--- src/rtl/edf_ic_pkg.sv ---
// Shared definitions for the EDF interrupt controller: config map, scheduler states
// and the default deadline width.
package edf_ic_pkg;

  localparam int DEFAULT_DL_WIDTH = 16;

  localparam logic [11:0] ADDR_DL_BASE = 12'h000;
  localparam logic [11:0] ADDR_EN      = 12'h100;
  localparam logic [11:0] ADDR_MISS    = 12'h104;

  typedef enum logic [1:0] {
    IDLE,
    SCAN,
    FLUSH
  } sched_state_e;

endpackage

--- src/rtl/edf_dl_cmp.sv ---
// Wrap-aware deadline comparator: a is earlier when (a_dl - b_dl) is negative as a
// signed DlWidth value; equal deadlines fall back to the lower id.
module edf_dl_cmp #(
  parameter int DlWidth = 16,
  parameter int IdWidth = 1
) (
  input  logic [DlWidth-1:0] a_dl,
  input  logic [DlWidth-1:0] b_dl,
  input  logic [IdWidth-1:0] a_id,
  input  logic [IdWidth-1:0] b_id,
  output logic               a_earlier
);

  logic [DlWidth-1:0] diff;

  assign diff      = a_dl - b_dl;
  assign a_earlier = diff[DlWidth-1] | ((diff == '0) & (a_id < b_id));

endmodule

--- src/rtl/edf_sched.sv ---
// Earliest-deadline-first scheduler: arms pending entries on irq rising edges and
// offers the earliest one to the core. Optional deadline-miss flags: EDF_IC_DL_MISS_EN.
module edf_sched
  import edf_ic_pkg::*;
#(
  parameter  int NrParIrqs = 2,
  parameter  int DlWidth   = DEFAULT_DL_WIDTH,
  localparam int IdWidth   = $clog2(NrParIrqs)
) (
  input  logic                 clk_i,
  input  logic                 rst_ni,
  input  logic                 cfg_req_i,
  input  logic [31:0]          cfg_addr_i,
  input  logic [31:0]          cfg_wdata_i,
  input  logic [NrParIrqs-1:0] irq_i,
  output logic                 irq_valid_o,
  output logic [IdWidth-1:0]   irq_id_o,
  input  logic                 irq_ready_i
`ifdef EDF_IC_DL_MISS_EN
  ,
  output logic [NrParIrqs-1:0] dl_miss_o
`endif
);

  logic [DlWidth-1:0]   time_q;
  logic [NrParIrqs-1:0] irq_q;
  logic [NrParIrqs-1:0] pending;
  logic [DlWidth-1:0]   rel_dl [NrParIrqs];
  logic [DlWidth-1:0]   abs_dl [NrParIrqs];
  logic                 enable;

  sched_state_e         state;
  logic [IdWidth-1:0]   ptr;
  logic [IdWidth-1:0]   best;
  logic                 found;

  logic [11:0]          addr;
  logic [NrParIrqs-1:0] rise;
  logic [NrParIrqs-1:0] arm;
  logic [NrParIrqs-1:0] clr;
  logic                 claim;
  logic                 ptr_earlier;
  logic                 take;
  logic                 next_found;
  logic [IdWidth-1:0]   next_best;
  logic                 last;
  logic                 unused_cfg;

  assign addr       = cfg_addr_i[11:0];
  assign unused_cfg = ^{cfg_addr_i[31:12], cfg_wdata_i[31:DlWidth]};
  assign rise       = irq_i & ~irq_q;
  assign claim      = irq_valid_o & irq_ready_i;

  // A new edge on the line being claimed re-arms it instead of letting the claim clear it.
  always_comb begin
    arm = '0;
    clr = '0;
    for (int i = 0; i < NrParIrqs; i++) begin
      clr[i] = claim & (irq_id_o == IdWidth'(i));
      arm[i] = rise[i] & enable & (~pending[i] | clr[i]);
    end
  end

  edf_dl_cmp #(
    .DlWidth(DlWidth),
    .IdWidth(IdWidth)
  ) u_cmp (
    .a_dl     (abs_dl[ptr]),
    .b_dl     (abs_dl[best]),
    .a_id     (ptr),
    .b_id     (best),
    .a_earlier(ptr_earlier)
  );

  assign take       = pending[ptr] & (~found | ptr_earlier);
  assign next_found = found | take;
  assign next_best  = take ? ptr : best;
  assign last       = (ptr == IdWidth'(NrParIrqs - 1));

  always_ff @(posedge clk_i or negedge rst_ni) begin
    if (!rst_ni) begin
      time_q  <= '0;
      irq_q   <= '0;
      pending <= '0;
      enable  <= 1'b0;
      for (int i = 0; i < NrParIrqs; i++) begin
        rel_dl[i] <= '0;
        abs_dl[i] <= '0;
      end
    end else begin
      time_q <= time_q + DlWidth'(1);
      irq_q  <= irq_i;
      for (int i = 0; i < NrParIrqs; i++) begin
        if (arm[i]) begin
          pending[i] <= 1'b1;
          abs_dl[i]  <= time_q + rel_dl[i];
        end else if (clr[i]) begin
          pending[i] <= 1'b0;
        end
      end
      if (cfg_req_i) begin
        for (int i = 0; i < NrParIrqs; i++) begin
          if (addr == ADDR_DL_BASE + 12'(4 * i)) rel_dl[i] <= cfg_wdata_i[DlWidth-1:0];
        end
        if (addr == ADDR_EN) enable <= cfg_wdata_i[0];
      end
    end
  end

  // The offered id only changes at a pass boundary; a claim aborts the pass in progress.
  always_ff @(posedge clk_i or negedge rst_ni) begin
    if (!rst_ni) begin
      state       <= IDLE;
      ptr         <= '0;
      best        <= '0;
      found       <= 1'b0;
      irq_valid_o <= 1'b0;
      irq_id_o    <= '0;
    end else begin
      unique case (state)
        IDLE: begin
          ptr         <= '0;
          best        <= '0;
          found       <= 1'b0;
          irq_valid_o <= 1'b0;
          if (|pending) state <= SCAN;
        end
        SCAN: begin
          if (claim) begin
            state       <= FLUSH;
            irq_valid_o <= 1'b0;
            ptr         <= '0;
            best        <= '0;
            found       <= 1'b0;
          end else if (last) begin
            irq_id_o    <= next_best;
            irq_valid_o <= next_found & pending[next_best];
            ptr         <= '0;
            best        <= '0;
            found       <= 1'b0;
            if (!next_found) state <= IDLE;
          end else begin
            ptr   <= ptr + IdWidth'(1);
            best  <= next_best;
            found <= next_found;
          end
        end
        FLUSH: begin
          irq_valid_o <= 1'b0;
          ptr         <= '0;
          best        <= '0;
          found       <= 1'b0;
          state       <= (|pending) ? SCAN : IDLE;
        end
        default: state <= IDLE;
      endcase
    end
  end

`ifdef EDF_IC_DL_MISS_EN
  // Sticky miss flags; a miss in the same cycle as its write-1-to-clear is kept.
  always_ff @(posedge clk_i or negedge rst_ni) begin
    if (!rst_ni) begin
      dl_miss_o <= '0;
    end else begin
      for (int i = 0; i < NrParIrqs; i++) begin
        if (pending[i] && (time_q == abs_dl[i])) begin
          dl_miss_o[i] <= 1'b1;
        end else if (cfg_req_i && (addr == ADDR_MISS) && cfg_wdata_i[i]) begin
          dl_miss_o[i] <= 1'b0;
        end
      end
    end
  end
`endif

endmodule

--- config.mk ---
export PLATFORM = sky130hd
export DESIGN_NAME = edf_sched
export DESIGN_NICKNAME = d
export VERILOG_FILES = /design/src/rtl/edf_ic_pkg.sv /design/src/rtl/edf_dl_cmp.sv /design/src/rtl/edf_sched.sv
export SDC_FILE = /design/constraint.sdc
export NUM_CORES = 1
export LEC_CHECK = 0
export CORE_MARGIN = 2
export CORE_UTILIZATION = 50
export DETAILED_ROUTE_END_ITERATION = 16
export GPL_ROUTABILITY_DRIVEN = 0
export PLACE_DENSITY = 0.76
export SLEW_MARGIN = 10
export SYNTH_ARGS = -nofsm -noshare
export SYNTH_HDL_FRONTEND = slang
export SYNTH_SLANG_ARGS = --single-unit
--- constraint.sdc ---
create_clock -name clk_i -period 7.6 [get_ports clk_i]
set_clock_uncertainty 0.1 [all_clocks]
set_input_delay 0.76 -clock clk_i [delete_from_list [all_inputs] [get_ports clk_i]]
set_output_delay 0.76 -clock clk_i [all_outputs]
set_load 0.005 [all_outputs]
Word-level counts from Yosys, hierarchy flattened
Cells that the tools add are included.
- add/subtract/negate cells: 5
- $lt $le $gt $ge: 5
- equality and inequality tests: 7
- mux-type cells: 33
- bitwise operators: 24
- reductions and logical operators: 14
- operator list (operator ; number):
    two-way mux 16 bit ; 6
    adder 16 bit ; 2
    two-way mux 1 bit ; 18
    adder 16 x 1 -> 16 bit, second input constant ; 1
    logical NOT 16 bit ; 1
    subtractor 16 bit ; 1
    == test 12 x 3 -> 1 bit, second input constant ; 1
    == test 12 x 9 -> 1 bit, second input constant ; 1
    logical NOT 12 bit ; 1
    bitwise AND 1 bit ; 10
    two-way mux 2 bit ; 4
    one-hot mux 1 bit (2 select lines) ; 4
    AND reduction 2 bit ; 4
    != test 3 bit, second input constant ; 2
    one-hot mux 2 bit (3 select lines) ; 1
    AND reduction 3 bit ; 2
    nonzero test 2 bit ; 3
    NOT 1 bit ; 5
    OR 1 bit ; 5
    greater-or-equal comparator 2 bit, second input constant ; 2
    < comparator 1 x 2 -> 1 bit, second input constant ; 2
    NOT 1 -> 2 bit ; 2
    OR reduction 2 bit ; 2
    bitwise AND 2 bit ; 1
    7 further kinds ; 7
- bits in registers: 92
- bits of input ports: 70
- output and inout port bits: 2
- logic and storage cells: 103

Depth between registers and ports, before layout
- depth in word-level cells: 17
- mapped depth: 14

Modules after synthesis
A second synthesis with hierarchy kept.
- cell total of the unflattened synthesis: 622
- area, all modules: 6160.9 um2
- modules (own cells, without submodules) (module ; instances ; cells each ; area an instance (um2)):
    edf_sched ; 1 ; 504 ; 5311.3
    edf_dl_cmp ; 1 ; 118 ; 849.6

Worst setup path after synthesis
OpenSTA, ideal clock, no wires.
- path kind: reg-to-reg
- start point: register ptr, in the netlist last
- end point: register best
- library setup time: 0.126 ns
- data arrival time: 3.695 ns
- data required time: 7.374 ns
- slack: 3.679 ns
- stages on the path, launching flop included: 15
- clock period less this slack: 3.921 ns
- cells stage by stage: dfrtp_1 buf_1 clkbuf_1 mux2i_1 ha_1 fa_1 and4b_1 o221ai_1 a221oi_1 o311ai_1 a211o_1 a2111oi_4 o2111ai_1 o311a_1 o311a_1
- cells in the longest elaborated chain, start to end: 14
- ends and longest elaborated chain (element ; line ; text):
    start: declaration ; edf_sched.sv:33 ; logic [IdWidth-1:0] ptr;
    start signal: assignment ; edf_sched.sv:143 ; ptr <= ptr + IdWidth'(1);
    NOT 1 -> 2 bit (implied by the code) ; edf_sched.sv:68 ; .a_dl (abs_dl[ptr]),
    two-way mux 16 bit (implied by the code) (3 in series) ; edf_sched.sv:68 ;
    subtractor 16 bit ; edf_dl_cmp.sv:16 ; assign diff = a_dl - b_dl;
    logical NOT 16 bit ; edf_dl_cmp.sv:17 ; assign a_earlier = diff[DlWidth-1] | ((diff == '0) & (a_id < b_id));
    bitwise AND 1 bit ; edf_dl_cmp.sv:17 ;
    OR 1 bit ; edf_dl_cmp.sv:17 ;
    OR 1 bit ; edf_sched.sv:75 ; assign take = pending[ptr] & (~found | ptr_earlier);
    bitwise AND 1 bit ; edf_sched.sv:75 ;
    two-way mux 1 bit ; edf_sched.sv:77 ; assign next_best = take ? ptr : best;
    two-way mux 1 bit (*) ; edf_sched.sv:135 ; end else if (last) begin
    two-way mux 1 bit (*) ; edf_sched.sv:129 ; if (claim) begin
    one-hot mux 1 bit (2 select lines) (*) ; edf_sched.sv:120 ; unique case (state)
    end signal: assignment ; edf_sched.sv:144 ; best <= next_best;
    end: declaration ; edf_sched.sv:34 ; logic [IdWidth-1:0] best;
Every way passes the cells marked *; elsewhere a longest branch is shown, timed or not. The select of a mux whose other input is x is not followed.
A chain may end at the register's enable or synchronous reset.

Worst setup path after layout
- start point: register best
- end point: register best
- cells in the longest elaborated chain, start to end: 14
- ends and longest elaborated chain (element ; line ; text):
    NOT 1 -> 2 bit (implied by the code) ; edf_sched.sv:69 ; .b_dl (abs_dl[best]),
    two-way mux 16 bit (implied by the code) (3 in series) ; edf_sched.sv:69 ;
    subtractor 16 bit ; edf_dl_cmp.sv:16 ;
    logical NOT 16 bit ; edf_dl_cmp.sv:17 ;
    bitwise AND 1 bit ; edf_dl_cmp.sv:17 ;
    OR 1 bit ; edf_dl_cmp.sv:17 ;
    OR 1 bit ; edf_sched.sv:75 ;
    bitwise AND 1 bit ; edf_sched.sv:75 ;
    two-way mux 1 bit (*) ; edf_sched.sv:77 ;
    two-way mux 1 bit (*) ; edf_sched.sv:135 ;
    two-way mux 1 bit (*) ; edf_sched.sv:129 ;
    one-hot mux 1 bit (2 select lines) (*) ; edf_sched.sv:120 ;
Marks and branches as above.

==> impl_metrics.json <==
{
  "die-area_mm2": 0.01298,
  "rr_worst_depth": 12,
  "rows": 40,
  "die_w_um": 114.0,
  "syn_inst": 621,
  "cts_tree": "done",
  "grt_remaining_overflow": 0,
  "clk_pin_slew_worst_paths_ns": 0.06,
  "syn_nets": 740,
  "n_antenna_cell": 0,
  "cts_resized": 0,
  "intPower_uw": 770.7,
  "htree_levels": 3,
  "numPortBuffers": 35,
  "synth_top_area_share_pct": 38.09,
  "synth_ff_type": "dfrtp_1",
  "synthArstFlopShare_pct": 100.0,
  "p_seq_share_pct": 51.3,
  "wire_per_inst_um": 15.72,
  "die_h_um": 114.0,
  "cp.arrival_ns": 4.54,
  "grt_pass1_vias": 4769,
  "area_growth_pct": 12.27,
  "p_clk_share_pct": 38.3,
  "grt_pass1_wl_mm": 21.82,
  "timing.final.crit_share_pct": 58.11,
  "yosys.area_share.simple_pct": 15.07,
  "synthMuxAreaShare_pct": 11.92,
  "nets": 773,
  "swShare_pct": 24.77,
  "synth.avg_cell_area_um2": 9.734,
  "register_area_mm2": 0.002302,
  "rrSetupSlack_ns": 3.18,
  "antenna_found_initial": 0,
  "cts_buffers": 9,
  "setup_tns_ns": 0,
  "multi_input_area_mm2": 0.003612,
  "p_leak_uw": 0.003120,
  "synth_edf_count": 0,
  "cts-hold-fix-buffers": 0,
  "drt_iter0_drc": 213,
  "clock_sinks": 92,
  "crit_start": "best",
  "power_density_mw_per_mm2": 151.0,
  "final_common_cell": "dfrtp_1",
  "grt_setup_unrepaired": "false",
  "hpwlAfterDp_mm": 9.511,
  "start_kind": "flop",
  "hold_class": "reg -> reg",
  "hold_ws_ns": 0.3696,
  "dpl.cell_count": 790,
  "wl_mm": 12.62,
  "r2r-start": "best",
  "viasPerCell": 5.862,
  "synth-adder-area-share_pct": 10.52,
  "power_frac_comb_pct": 10.5,
  "ys_ff_latch": 92,
  "crit_fanout": 20,
  "layout_common_cells": "dfrtp_1 (92), nand2_1 (66), mux2_2 (48), nor2_1 (47), ha_1 (46)",
  "vias": 4707,
  "post-cts-setup-buffer-count": 0,
  "required_ns": 7.73,
  "hold_viol_final": 0,
  "ir_worst_vdd_mv": 0.09567,
  "synthTopCellsByArea": "dfrtp_1 (38%), ha_1 (9.5%), mux2_2 (8.9%)",
  "worstSkewPairLatency_ns": 0.34,
  "stdcell_area_mm2": 0.006787,
  "worst_pin_slew_ns": 0.9284,
  "ys_types": 65,
  "period_needed_ns": 4.416,
  "synth_xor_xnor_area_share_pct": 6.520,
  "finalMaxSlewViolations": 0,
  "finalNonFillerCells": 803,
  "crit_end": "best",
  "criticalPathCategory": "reg -> reg",
  "ys_warn_count": 0,
  "holdPathStages": 1,
  "reg2reg_to": "best",
  "final_antenna_net_count": 0,
  "maxCapViolCount": 0,
  "synth-compound-area-share_pct": 15.73,
  "num_io_pins": 72,
  "grt_usage_pct": 20.56,
  "grt_max_degree": 93,
  "ctsRootBufferMaster": "clkbuf_16",
  "status": "finished, final reports clean",
  "synth_area_leader_cell": "dfrtp_1",
  "fmax_mhz": 226.4,
  "firstDrtPassIters": 5,
  "drc_errors": 0,
  "layout-drive-gt1-share_pct": 11.28,
  "p_sw_uw": 253.7,
  "synth_top_family_by_area": "compound AO/OA/AOI/OAI gates",
  "start_util_pct": 50.75,
  "cp-end-kind": "flop",
  "yosysSeqAreaShare_pct": 38.09,
  "netlist_area_mm2": 0.006045,
  "fill_cells": 997,
  "cts_buffer_depth": 2,
  "placed_area_mm2": 0.006536,
  "slew_headroom_pct": 37.92,
  "coreArea_mm2": 0.01191,
  "finalSetupViolCount": 0
}
-- cell type report --
type | instances | share of cell area (%)
Multi-Input combinational cell | 495 | 53.23
Clock buffer | 10 | 3.374
Clock inverter | 3 | 0.2581
Tap cell | 147 | 2.710
Inverter | 18 | 0.9956
Sequential cell | 92 | 33.92
Timing Repair Buffer | 38 | 5.513
-- per-layer routing --
layer	share of wire, %	vias up	GRT usage (%)
met5	0	-	0
met4	1.3	0	7.480
met3	2.8	15	2.976
met2	49	87	34.37
met1	46	2290	27.32
li1	-	2315	-
-- per-stage QoR --
stage	setup WS [ns]	util (%)	total power (uW)
finish	3.184	56.97	1024
global placement	3.327	54.87	635.0
CTS	3.211	56.94	1028
global route	3.048	56.97	1065
detailed placement	3.222	54.87	640.4
floorplan	3.679	-	596.2
-- registers in the layout (all words and copies together), names as in the netlist --
| name | cells |
|---|---|
| pending | 2 |
| time_q | 16 |
| enable | 1 |
| irq_id_o | 1 |
| state | 2 |
| found | 1 |
| best | 1 |
| rel_dl | 32 |
| last | 1 |
| abs_dl | 32 |
| irq_valid_o | 1 |
| irq_q | 2 |
-- worst min path at each step --
stage | start | endpoint | slack [ns]
6_report | irq_q[0] | pending[0] | 0.37
2_1_floorplan | irq_q[0] | pending[0] | 0.34
3_5_place_dp | irq_q[0] | pending[0] | 0.36
4_1_cts | irq_q[0] | pending[0] | 0.37
3_3_place_gp | irq_q[0] | pending[0] | 0.34
5_1_grt | irq_q[0] | pending[0] | 0.40
-- synthesized netlist by cell type, drive strengths merged, types with 4 or more instances --
| master | n |
|---|---|
| xor2 | 25 |
| mux2i | 18 |
| nor2b | 10 |
| o31ai | 5 |
| dfrtp | 92 |
| nand2b | 6 |
| a21o | 7 |
| nand3 | 13 |
| buf | 4 |
| inv | 18 |
| nor2 | 48 |
| a21oi | 34 |
| nor3b | 5 |
| xnor2 | 20 |
| nor4 | 4 |
| ha | 46 |
| a211oi | 9 |
| o21a | 8 |
| clkbuf | 12 |
| nor3 | 9 |
| nand4 | 4 |
| nand2 | 66 |
| mux2 | 48 |
| nand3b | 4 |
| o21ai | 50 |
| and3 | 6 |
-- critical path, stage by stage, from the launching register on --
cell       delay, ns
dfrtp_1         0.94
mux2_2          0.43
ha_1            0.21
fa_1            0.49
and4b_1         0.24
o221ai_1        0.13
a221oi_1        0.23
o311ai_1        0.15
a211o_1         0.33
a2111oi_4       0.22
o2111ai_1       0.16
o311a_1         0.38
o311a_1         0.30
-- cells by family after synthesis --
| kind of cell | count (synthesis) |
|---|---|
| buffers and inverters | 34 |
| multiplexers | 66 |
| AO/OA/AOI/OAI | 145 |
| adder cells (fa/ha/maj) | 49 |
| XOR/XNOR | 45 |
| AND/OR/NAND/NOR | 190 |
| flip-flops | 92 |
-- power groups by stage --
stage,combinational (uW),sequential [uW],clock (uW)
after floorplan,82.9,513,0
after global placement,103,532,0
after detailed placement,106,534,0
after CTS,107,525,396
after global routing,118,528,419
final,107,525,392
(Power assumes the default switching activity.)
